### src/rtl/main_fsm.sv
// main_fsm: multicycle processor control unit (Moore FSM).
//
// Ports:
//   clk        - clock; all state changes on the rising edge
//   reset      - synchronous, active-high reset (forces FETCH)
//   Op         - instruction class: 00 data-proc, 01 memory, 10 branch, 11 undefined
//   Funct      - Funct[5] = I (immediate), Funct[0] = L (load/store select)
//   MemReady   - memory access completes this cycle
//   IRWrite    - instruction register load enable
//   AdrSrc     - memory address select (0 PC, 1 ALU result)
//   ALUSrcA    - ALU A select (00 register, 01 PC)
//   ALUSrcB    - ALU B select (00 register, 01 immediate, 10 constant 4)
//   ResultSrc  - result select (00 ALU out reg, 01 read data, 10 ALU result)
//   NextPC     - PC update enable
//   RegW       - register write request
//   MemW       - memory write request
//   Branch     - branch request
//   ALUOp      - 1 = ALU decoder decodes Funct, 0 = force ADD
//   State      - current state code (debug)
module main_fsm (
  input  logic       clk,
  input  logic       reset,
  input  logic [1:0] Op,
  input  logic [5:0] Funct,
  input  logic       MemReady,
  output logic       IRWrite,
  output logic       AdrSrc,
  output logic [1:0] ALUSrcA,
  output logic [1:0] ALUSrcB,
  output logic [1:0] ResultSrc,
  output logic       NextPC,
  output logic       RegW,
  output logic       MemW,
  output logic       Branch,
  output logic       ALUOp,
  output logic [3:0] State
);

  typedef enum logic [3:0] {
    FETCH    = 4'd0,
    DECODE   = 4'd1,
    MEMADR   = 4'd2,
    MEMRD    = 4'd3,
    MEMWB    = 4'd4,
    MEMWR    = 4'd5,
    EXECUTER = 4'd6,
    EXECUTEI = 4'd7,
    ALUWB    = 4'd8,
    BRANCH   = 4'd9
  } state_t;

  state_t state, state_next;

  // Only the I and L bits of Funct steer the sequence.
  logic unused_funct;
  assign unused_funct = ^Funct[4:1];

  always_ff @(posedge clk) begin
    if (reset) state <= FETCH;
    else       state <= state_next;
  end

  always_comb begin
    state_next = FETCH;
    case (state)
      FETCH:    state_next = MemReady ? DECODE : FETCH;
      DECODE: begin
        case (Op)
          2'b00:   state_next = Funct[5] ? EXECUTEI : EXECUTER;
          2'b01:   state_next = MEMADR;
          2'b10:   state_next = BRANCH;
          default: state_next = FETCH;
        endcase
      end
      MEMADR:   state_next = Funct[0] ? MEMRD : MEMWR;
      MEMRD:    state_next = MemReady ? MEMWB : MEMRD;
      MEMWB:    state_next = FETCH;
      MEMWR:    state_next = MemReady ? FETCH : MEMWR;
      EXECUTER: state_next = ALUWB;
      EXECUTEI: state_next = ALUWB;
      ALUWB:    state_next = FETCH;
      BRANCH:   state_next = FETCH;
      default:  state_next = FETCH;
    endcase
  end

  // Write/update strobes are masked by reset so nothing commits while
  // reset is held, even when the register still shows a non-FETCH state.
  always_comb begin
    IRWrite   = 1'b0;
    AdrSrc    = 1'b0;
    ALUSrcA   = 2'b00;
    ALUSrcB   = 2'b00;
    ResultSrc = 2'b00;
    NextPC    = 1'b0;
    RegW      = 1'b0;
    MemW      = 1'b0;
    Branch    = 1'b0;
    ALUOp     = 1'b0;
    case (state)
      FETCH: begin
        IRWrite   = MemReady & ~reset;
        NextPC    = MemReady & ~reset;
        ALUSrcA   = 2'b01;
        ALUSrcB   = 2'b10;
        ResultSrc = 2'b10;
      end
      DECODE: begin
        ALUSrcA   = 2'b01;
        ALUSrcB   = 2'b10;
        ResultSrc = 2'b10;
      end
      MEMADR: begin
        ALUSrcB = 2'b01;
      end
      MEMRD: begin
        AdrSrc = 1'b1;
      end
      MEMWB: begin
        ResultSrc = 2'b01;
        RegW      = ~reset;
      end
      MEMWR: begin
        AdrSrc = 1'b1;
        MemW   = ~reset;
      end
      EXECUTER: begin
        ALUOp = 1'b1;
      end
      EXECUTEI: begin
        ALUSrcB = 2'b01;
        ALUOp   = 1'b1;
      end
      ALUWB: begin
        RegW = ~reset;
      end
      BRANCH: begin
        ALUSrcB   = 2'b01;
        ResultSrc = 2'b10;
        Branch    = ~reset;
      end
      default: ;
    endcase
  end

  assign State = state;

endmodule

### config.mk
export PLATFORM = sky130hd
export DESIGN_NAME = main_fsm
export DESIGN_NICKNAME = d
export VERILOG_FILES = /design/src/rtl/main_fsm.sv
export SDC_FILE = /design/constraint.sdc
export NUM_CORES = 1
export LEC_CHECK = 0
export CAP_MARGIN = 20
export CORE_MARGIN = 3
export CORE_UTILIZATION = 30
export DETAILED_ROUTE_END_ITERATION = 16
export PLACE_DENSITY_LB_ADDON = 0.12
export SYNTH_ARGS = -nofsm -noshare
export SYNTH_HDL_FRONTEND = slang
export SYNTH_SLANG_ARGS = --single-unit
### constraint.sdc
create_clock -name clk -period 3.2 [get_ports clk]
set_clock_uncertainty 0.05 [all_clocks]
set_input_delay 0.64 -clock clk [delete_from_list [all_inputs] [get_ports clk]]
set_output_delay 0.64 -clock clk [all_outputs]
set_load 0.01 [all_outputs]
==> impl_metrics.ini <==
[status]
status = completed

[synth]
synth_compound_gate_area_share_pct = 24.2
synth_fa_ha_area_share_pct = 0
yosysTopAreaCell = dfxtp_1
synth_edf_count = 0
synth-async-reset-ratio_pct = 0
yosys.area_share.xor_xnor_pct = 4.29
ys_seq_area_share_pct = 19.6
synth_top_family_by_area = simple AND/OR/NAND/NOR gates
ys_warn_count = 0
synth_top_area_share_pct = 19.6
synth_ff_type = dfxtp_1
netlist_area_um2 = 408
synthCells = 53
avgSynthCellArea_um2 = 7.70
synth.area.mux_share_pct = 2.45
mappedNetlistNets = 64
yosys.cell_types.count = 28
synth-simple-area-share_pct = 33.4
ys_ff_latch = 4
synthTopCellsByArea = dfxtp_1 (20%), nor3_1 (8.6%), buf_4 (7.4%), and3b_1 (6.4%), nor2b_1 (4.6%)
ys_top_cells_by_count = nor3_1 (7), buf_4 (4), dfxtp_1 (4), inv_1 (4)
synthMostInstantiatedCell = nor3_1

[worst_setup_path]
crit_type = reg2out
cp_cell_sequence = nand2_1, a2111oi_2, clkdlybuf4s50_1
critical_path.startpoint = State[2]
arrival_ns = 2.04
r2r-start = State[1]
crit_path_max_incr_delay_ns = 0.68
critPathBufInv = 1
cp.required_ns = 2.51
cp_top_family = flip-flops
reg2reg_to = State[0]
reg2reg_depth = 3
r2r_slack_ns = 1.81
critPathSlowestCell = dfxtp_1
cp-start-kind = register
end_kind = primary output
cp_max_fo = 17
setup.worst_path.end = RegW
cp.depth = 3

[clocking]
cts_buffers = 3
cts_tree = done
cts_root_buffer = clkbuf_4
cts_buffer_depth = 2
clock_latency_ns = 0.23
ctsResizeCount = 0
ctsHtreeMaxLevel = 1
cts.clk_slew.worst_paths_ns = 0.04
holdBufCountCts = 0
clkSinkCount = 4
cts_setup_buffers = 0

[layout]
area_growth_pct = 52.5
drive_above_1_share_pct = 8.33
fillerInstances = 128
fin_nets = 85
utilization_pct = 52.4
antennaDiodeCount = 0
largest_register_ffs = 4
layoutNonFillerInstCount = 86

[placed_design]
io_buffers = 22
place_hpwl_um = 753
dp.cells = 83
gp_congestion = 0.848

[pwr]
p_leak_nw = 0.223
ir_drop_mv = 0.236
power_density_nw_per_um2 = 307

[sta]
relSlewSlack_pct = 61.3
grt_setup_unrepaired = false
finalMaxSlewViolations = 0
hold_violations = 0
worst_slew_pin_slew_ns = 0.580
fin_setup_tns_ns = 0
fmax_ghz = 0.366
setup_viol = 0
layout_min_cycle_time_ns = 2.73
post-route-period-util_pct = 85.3

[hold_path]
hp-class = reg2reg
hp-start = State[3]

[detailed_routing]
ant_nets = 0
drt_iter0_markers = 8
post_drt_wl_per_cell_um = 11.9
viasPerCell = 5.24
route.detailed.drc = 0
drt_pre_antenna_iters = 2
vias = 451
wirelength_um = 1020

[die]
fp.dieH_um = 42.9
core-area_um2 = 1190
dieWidth_um = 42.9
num_rows = 12
die_area_um2 = 1840
start_util_pct = 34.4
pin_count = 28

[global_route]
grt_pass1_wl_um = 1590
overflow = 0
antenna_found_initial = 0
track_usage_pct = 11.0
grt_max_degree = 18
grt_pass1_vias = 375

[run]
max_cap_violations = 0
==> worst min-delay path by stage <==
stage / endpoint / slack [ns] / cells past startpoint
after global routing: State[1] / 0.70 / 1
after floorplan: State[1] / 0.63 / 2
final: State[1] / 0.66 / 1
after CTS: State[1] / 0.66 / 1
after detailed placement: State[1] / 0.66 / 1
after global placement: State[1] / 0.66 / 1
==> per-layer routing <==
layer / routed length, um / GRT usage [%] / part of all wire, %
met1: 510 / 15.3 / 50
met2: 445 / 15.9 / 43
met3: 67 / 3.39 / 6.5
met4: 0 / 3.73 / 0
met5: 0 / 0 / 0
==> cells by family after synthesis <==
kind of cell / after synthesis
AO/OA/AOI/OAI: 13
XOR/XNOR: 2
buffers and inverters: 10
flip-flops: 4
multiplexers: 1
other: 1
AND/OR/NAND/NOR: 22
==> placed cells by master (no fill, tap or decap) <==
master	count
a2111oi_2	1
a211o_1	1
a211oi_1	1
a21oi_1	3
a41oi_1	1
and3b_1	3
and4b_1	1
clkbuf_4	3
clkdlybuf4s50_1	22
conb_1	1
dfxtp_1	4
inv_1	4
mux2i_1	1
nand2_1	2
nand2b_1	2
nor2_1	2
nor2_2	1
nor2b_1	3
nor3_1	7
nor4_2	1
o2111ai_1	1
o211ai_1	1
o21ai_0	2
o311ai_1	1
o32ai_1	1
xnor2_1	1
xor2_1	1
==> final cells by class <==
type	count	area, um2	share of cell area, %
inverter	4	15.0	2.41
tap	14	17.5	2.82
timing repair buffer	22	220	35.4
clock buffer	3	22.5	3.62
sequential	4	80.1	12.9
multi-input combinational	39	267	42.9
==> power breakdown <==
group,internal (W),switching (W)
Combinational,0.0000392,0.0000276
Sequential,0.0000533,0.0000118
Clock,0.0000417,0.0000176
==> stage by stage <==
stage                     total power [W]  setup slack, ns  cell area [um2]  hold WS [ns]
after floorplan                  0.000102             1.43              408         0.628
after global placement           0.000132            0.481              599         0.656
after detailed placement         0.000132            0.472              599         0.657
after CTS                        0.000193            0.470              622         0.663
after global routing             0.000205            0.305              622         0.704
final                            0.000191            0.470              622         0.657
(Power assumes the default switching activity.)
